File: src/rtl/down_counter_timer_pkg.sv
// Shared definitions for the down-counter timer: state encoding, board default
// tick divider and the prescaler width helper.
package down_counter_timer_pkg;

    typedef enum logic [1:0] {
        ST_IDLE = 2'd0,
        ST_RUN  = 2'd1,
        ST_DONE = 2'd2
    } state_t;

    // Board clock is 50 MHz, so this gives one count tick per second.
    localparam int DEFAULT_DIV = 50_000_000;

    // A divide-by-1 prescaler still needs one bit of storage to stay legal.
    function automatic int prescaler_width(input int div);
        return (div > 1) ? $clog2(div) : 1;
    endfunction

endpackage

File: src/rtl/down_counter_timer_tick_prescaler.sv
// Clock-enable prescaler: produces a one-cycle tick every DIV enabled cycles.
// The rest of the design stays on the single board clock.
module tick_prescaler
    import down_counter_timer_pkg::*;
#(
    parameter int DIV = DEFAULT_DIV
) (
    input  logic clock,
    input  logic reset,
    input  logic clr,
    input  logic en,
    output logic tick
);

    localparam int            PW   = prescaler_width(DIV);
    localparam logic [PW-1:0] LAST = PW'(DIV - 1);

    logic [PW-1:0] phase;

    // Tick on the last phase of an enabled cycle; clr suppresses it.
    assign tick = en && !clr && (phase == LAST);

    // Phase counter: cleared on request, frozen when not enabled, wraps at DIV-1.
    always_ff @(posedge clock or negedge reset) begin
        if (!reset) begin
            phase <= '0;
        end else if (clr) begin
            phase <= '0;
        end else if (en) begin
            phase <= (phase == LAST) ? '0 : phase + PW'(1);
        end
    end

endmodule

File: src/rtl/down_counter_timer.sv
// Loadable down-counter / interval timer with terminal-count pulse and optional
// auto-reload. Priority every cycle is clear, then load, then tick.
module down_counter_timer
    import down_counter_timer_pkg::*;
#(
    parameter int WIDTH = 4,
    parameter int DIV   = 4
) (
    input  logic             clock,
    input  logic             reset,
    input  logic             clear,
    input  logic             load,
    input  logic [WIDTH-1:0] load_value,
    input  logic             enable,
    input  logic             auto_reload,
    output logic [WIDTH-1:0] count,
    output logic             tc_pulse,
    output logic             busy,
    output logic             done
);

    localparam logic [WIDTH-1:0] ONE = WIDTH'(1);

    state_t           state;
    state_t           state_next;
    logic [WIDTH-1:0] count_next;
    logic [WIDTH-1:0] reload_reg;
    logic [WIDTH-1:0] reload_next;
    logic             tc_next;
    logic             tick;
    logic             pre_clr;
    logic             pre_en;

    // The prescaler only runs while counting; any clear or load restarts its phase.
    assign pre_en  = (state == ST_RUN) && enable;
    assign pre_clr = clear || load || (state != ST_RUN);

    tick_prescaler #(
        .DIV (DIV)
    ) u_prescaler (
        .clock (clock),
        .reset (reset),
        .clr   (pre_clr),
        .en    (pre_en),
        .tick  (tick)
    );

    // State, count, reload value and terminal-count pulse registers.
    always_ff @(posedge clock or negedge reset) begin
        if (!reset) begin
            state      <= ST_IDLE;
            count      <= '0;
            reload_reg <= '0;
            tc_pulse   <= 1'b0;
        end else begin
            state      <= state_next;
            count      <= count_next;
            reload_reg <= reload_next;
            tc_pulse   <= tc_next;
        end
    end

    // Next-state logic: clear beats load beats tick, in every state.
    always_comb begin
        state_next  = state;
        count_next  = count;
        reload_next = reload_reg;
        tc_next     = 1'b0;
        if (clear) begin
            state_next = ST_IDLE;
            count_next = '0;
        end else if (load) begin
            count_next  = load_value;
            reload_next = load_value;
            state_next  = (load_value != '0) ? ST_RUN : ST_DONE;
        end else begin
            case (state)
                ST_RUN: begin
                    if (tick) begin
                        if (count > ONE) begin
                            count_next = count - ONE;
                        end else if (count == ONE) begin
                            tc_next = 1'b1;
                            if (auto_reload) begin
                                count_next = reload_reg;
                            end else begin
                                count_next = '0;
                                state_next = ST_DONE;
                            end
                        end
                    end
                end
                ST_IDLE, ST_DONE: begin
                    state_next = state;
                end
                default: begin
                    state_next = ST_IDLE;
                end
            endcase
        end
    end

    assign busy = (state == ST_RUN);
    assign done = (state == ST_DONE);

endmodule
File: config.mk
export PLATFORM = sky130hd
export DESIGN_NAME = down_counter_timer
export DESIGN_NICKNAME = d
export VERILOG_FILES = /design/src/rtl/down_counter_timer_pkg.sv /design/src/rtl/down_counter_timer_tick_prescaler.sv /design/src/rtl/down_counter_timer.sv
export SDC_FILE = /design/constraint.sdc
export NUM_CORES = 1
export LEC_CHECK = 0
export CORE_MARGIN = 8
export CORE_UTILIZATION = 50
export CTS_BUF_LIST = sky130_fd_sc_hd__clkbuf_4 sky130_fd_sc_hd__clkbuf_8
export CTS_CLUSTER_SIZE = 25
export DETAILED_ROUTE_END_ITERATION = 8
export MAX_ROUTING_LAYER = met4
export PLACE_DENSITY = 0.79
export SYNTH_ARGS = -nofsm -noshare
export SYNTH_HDL_FRONTEND = slang
export SYNTH_SLANG_ARGS = --single-unit
File: constraint.sdc
create_clock -name clock -period 2.45 [get_ports clock]
set_clock_uncertainty 0.05 [all_clocks]
set_input_delay 0.49 -clock clock [delete_from_list [all_inputs] [get_ports clock]]
set_output_delay 0.49 -clock clock [all_outputs]
set_load 0.005 [all_outputs]
; ---- Yosys cells after proc, flatten, opt, wreduce, memory -nomap -nowiden
; Cells that the tools add are included.
[totals]
reg_bits = 13
input_bits = 10
output_inout_bits = 7
elab_cells = 59
[op_classes]
add_sub_neg = 2
order_cmp = 1
n_eq_ne = 10
muxes = 24
n_bitwise = 1
reduce_logical = 16
[ops]
columns = op, n
row1 = $mux 4, 7
row2 = $mux 2, 10
row3 = $ne 4x3->1 const B, 2
row4 = $ne 4x4->1 const B, 2
row5 = $reduce_bool 4->1, 2
row6 = $mux 1, 6
row7 = $reduce_bool 3->1, 2
row8 = $reduce_and 5->1, 1
row9 = $eq 2x2->1 const B, 2
row10 = $eq 4x1->1 const B, 1
row11 = $gt 4x1->1 const B, 1
row12 = $pmux 2 s2, 1
row13 = $sub 4x1->4 const B, 1
row14 = $logic_and 1x1->1, 3
row15 = $ne 3x3->1 const B, 1
row16 = $reduce_and 3->1, 1
row17 = $add 2x1->2 const B, 1
row18 = $eq 2x1->1 const B, 1
row19 = $logic_not 2->1, 1
row20 = $logic_or 1x1->1, 2
row21 = $ne 2x1->1 const B, 1
row22 = $reduce_and 2->1, 1
row23 = $reduce_bool 2->1, 1
row24 = $reduce_or 2->1, 1
row25 = 2 further kinds, 2

; ---- Longest topological paths before layout
[logic_depth]
depth_word = 9
mapped_depth = 6
depth_no_buf = 6

; ---- By module
; Synthesis repeated with hierarchy kept, for this count alone.
[hier_totals]
hier_cells = 85
area_unflattened_um2 = 768.2
[by_module_without_submodules]
columns = mod, instances, cells_each, area_each_um2, seq_area_each_um2
row1 = down_counter_timer, 1, 75, 660.6, 275.3
row2 = tick_prescaler, 1, 10, 107.6, 50.0

; ---- Least setup slack after synthesis
; Ideal clock, no wire load.
[synth_timing]
kind = register -> register
start = register count[0]
end = register count[1]
setup_ns = 0.121
arrival_ns = 1.689
required_ns = 2.279
slack_ns = 0.590
path_stages_with_launch = 6
path_buffers = 0
period_less_slack_ns = 1.860
path_cell_list = dfrtp_1 ha_1 or4b_4 a21boi_4 nor3_1 a22o_1
[synth_between]
elab_chain_len = 6
elab_cells_between_ends = 10
cone_classes = add/sub: 1 / order compare: 1 / eq/ne: 1 / mux: 5 / reduce/logical: 2
[synth_rtl]
columns = item, line_no
row1 = start: declaration, down_counter_timer.sv:16  ; output logic [WIDTH-1:0] count,
row2 = start signal: assignment, down_counter_timer.sv:57  ; count <= count_next;
row3 = $sub 4x1->4 / $gt 4x1->1 (equally long branches), "down_counter_timer.sv:81, down_counter_timer.sv:80"
row4 = $mux 4, down_counter_timer.sv:80  ; if (count > ONE) begin
row5 = $mux 4, down_counter_timer.sv:79  ; if (tick) begin
row6 = $mux 4, down_counter_timer.sv:77  ; case (state)
row7 = $mux 4, down_counter_timer.sv:72  ; end else if (load) begin
row8 = $mux 4, down_counter_timer.sv:69  ; if (clear) begin
; Several ways; a longest one is shown, not always the timed one. The select of a mux whose other input is x is not followed.
; A chain may end at the register's enable or synchronous reset.

; ---- Final worst setup path
; Ends and elaborated chain as after synthesis.

==> flow_metrics.py <==
metrics = {
    "cts": {
        "post_cts_buffers": 0,
        "cts_resized": 0,
        "h-tree-depth": 1,
        "root_buffer": "clkbuf_4",
        "cts_tree": "built",
        "clock-sinks": 13,
        "cts_buffer_depth": 2,
        "cts_made_buffers": 3,
        "clkTransAtPathRegs_ns": 0.08,
        "clkLatencyLatePin_ns": 0.28,
        "ctsHoldBuffers": 0,
    },
    "critical_path": {
        "worstPathMaxFanout": 7,
        "rr_endpoint": "count[1]",
        "crit_arrival_ns": 2.18,
        "cp-start-kind": "flip-flop",
        "reg2reg_depth": 5,
        "rrSetupSlack_ns": 0.39,
        "cp-end-kind": "flip-flop",
        "worstSetupPathType": "reg -> reg",
        "required_ns": 2.57,
        "reg2reg_from": "count[0]",
    },
    "outcome": {
        "outcome": "finished, final reports clean",
    },
    "min_path": {
        "hold_class": "reg -> reg",
        "min-delay-start": "reload_reg[3]",
        "hold-path-cell-count": 2,
        "holdPathEnd": "reload_reg[3]",
    },
    "synth": {
        "synth_top_area_cell": "dfrtp_1",
        "ys_ff_latch": 13,
        "syn_area_per_cell_um2": 10.1,
        "ys_top_cells_by_area": "dfrtp_1 41%, ha_1 4.7%, mux2_2 4.2%, nor2_1 3.3%, a21oi_1 3.1%",
        "yosys_warnings": 0,
        "synthDistinctLibCells": 34,
        "synth_top_area_share": 0.408,
        "yosysSeqAreaShare": 0.408,
        "synthCells": 79,
        "netlist_area_um2": 797,
        "syn_nets": 92,
    },
    "timing": {
        "finalSetupViolCount": 0,
        "tightest_slew_ns": 0.606,
        "fin_crit_ns": 2.06,
        "max_freq_ghz": 0.485,
        "rsz0062_at_grt": "false",
        "period_share": 0.841,
        "relSlewSlack": 0.595,
        "setup_tns_ns": 0,
        "finalHoldViolCount": 0,
        "maxSlewViolCount": 0,
    },
    "global_routing": {
        "first_global_vias": 669,
        "antenna_found_initial": 0,
        "gr-usage-all-layers": 0.117,
        "grt_overflow": 0,
        "grt_pass1_wl_mm": 2.99,
        "grt_max_degree": 14,
    },
    "drt": {
        "ant_nets": 0,
        "vias": 693,
        "wirelength_mm": 1.74,
        "drt-met1-wl_um": 843,
        "drc": 0,
        "drt_pre_antenna_iters": 4,
        "viasPerCell": 5.92,
        "routed.top_layer": "met4",
        "wl_met3_um": 98,
        "drt_iter0_drc": 17,
        "wire_per_inst_um": 14.9,
        "wl_met2_um": 775,
    },
    "floorplan": {
        "fp.dieH_um": 55.9,
        "ios": 17,
        "fp.dieArea_um2": 3130,
        "initial_utilization": 0.529,
        "core_area_um2": 1510,
        "rows": 14,
        "die_w_um": 55.9,
    },
    "layout": {
        "layout-drive-gt1-share": 0.198,
        "fin_nets": 115,
        "area_delta_synth_final_pct": 28.4,
        "final_cell_mix": "16 x clkdlybuf4s50_1, 13 x dfrtp_1, 7 x nor2_1",
        "num_antenna_cells": 0,
        "stdcell_count": 117,
        "final_common_cell": "clkdlybuf4s50_1",
    },
    "placed_design": {
        "post-place-cells": 113,
        "io_buffer_count": 16,
        "gp_congestion": 0.802,
        "dpl.hpwl_mm": 1.36,
    },
    "power_and_ir_drop": {
        "p_per_area_nw_per_um2": 521,
        "p_leak_nw": 0.454,
        "irDropWorstVdd_uv": 270,
    },
    "job": {
        "max_cap_violations": 0,
    },
}
## cells in the mapped netlist
| master | instances |
|---|---|
| dfrtp_1 | 13 |
| nor2_1 | 7 |
| inv_1 | 6 |
| nand2_1 | 6 |
| a21oi_1 | 5 |
| nor2b_1 | 4 |
| ha_1 | 3 |
| mux2_2 | 3 |
| a22o_1 | 2 |
| a31o_2 | 2 |
| and2_1 | 2 |
| mux2i_1 | 2 |
| nor3_1 | 2 |
| or2_1 | 2 |
| a21boi_4 | 1 |
| a221oi_1 | 1 |
| a221oi_2 | 1 |
| a311o_1 | 1 |
| a311oi_1 | 1 |
| a41o_1 | 1 |
| and2b_2 | 1 |
| and3b_2 | 1 |
| and4b_1 | 1 |
| clkbuf_1 | 1 |
| nand2_2 | 1 |
| nand2b_1 | 1 |
| nor2_2 | 1 |
| nor4b_1 | 1 |
| o221ai_1 | 1 |
| o31ai_1 | 1 |
| o41ai_1 | 1 |
| or4_1 | 1 |
| or4_4 | 1 |
| or4b_4 | 1 |
## critical path: stages (launching register included)
cell and delay, ns:
dfrtp_1 0.46, ha_1 0.30, or4b_4 0.58, a21boi_4 0.27
nor3_1 0.10, a22o_1 0.20
## how the worst max path moves through the flow
stage | slack, ns | cells after the start | from | end
2_1_floorplan | 0.59 | 5 | count[0] | count[1]
3_3_place_gp | 0.26 | 5 | clear | state[0]
3_5_place_dp | 0.23 | 5 | clear | state[0]
4_1_cts | 0.41 | 5 | count[0] | count[1]
5_1_grt | 0.35 | 5 | count[0] | count[1]
6_report | 0.39 | 5 | count[0] | count[1]
## kinds of logic after synthesis
family,share of synthesized area
AOI/OAI and AO/OA,0.196
adders and majority gates,0.0471
buffers and inverters,0.0330
DFF,0.408
muxes,0.0675
and+or+nand+nor,0.248
## cell type report
type / instances / area, um2
Clock buffer: 3 / 22.5
Inverter: 6 / 22.5
Tap cell: 16 / 20.0
Multi-Input combinational cell: 59 / 445
Timing Repair Buffer: 19 / 183
Sequential cell: 13 / 325
Fill cell: 130 / 483
Clock inverter: 1 / 5.00
## power breakdown
group	total, mW	switching [mW]	internal, mW
clock network	0.135	0.0744	0.0606
registers	0.252	0.0185	0.233
logic	0.146	0.0658	0.0803
total	0.533	0.159	0.374
## metrics by stage
stage	cell area, um2	util	worst slack, ns	power, mW	hold slack (ns)
floorplan	797	-	0.590	0.337	0.144
global placement	996	0.661	0.261	0.400	0.406
detailed placement	996	0.661	0.234	0.402	0.419
CTS	1020	0.679	0.410	0.537	0.436
global route	1020	0.679	0.346	0.562	0.473
finish	1020	0.679	0.390	0.533	0.432
## layer usage
metal,up-vias,global-route usage
met2,23,0.171
li1,337,-
met1,329,0.153
met3,4,0.0251
met4,0,0.0412
met5,-,-
Power figures use the tool's default switching activity.
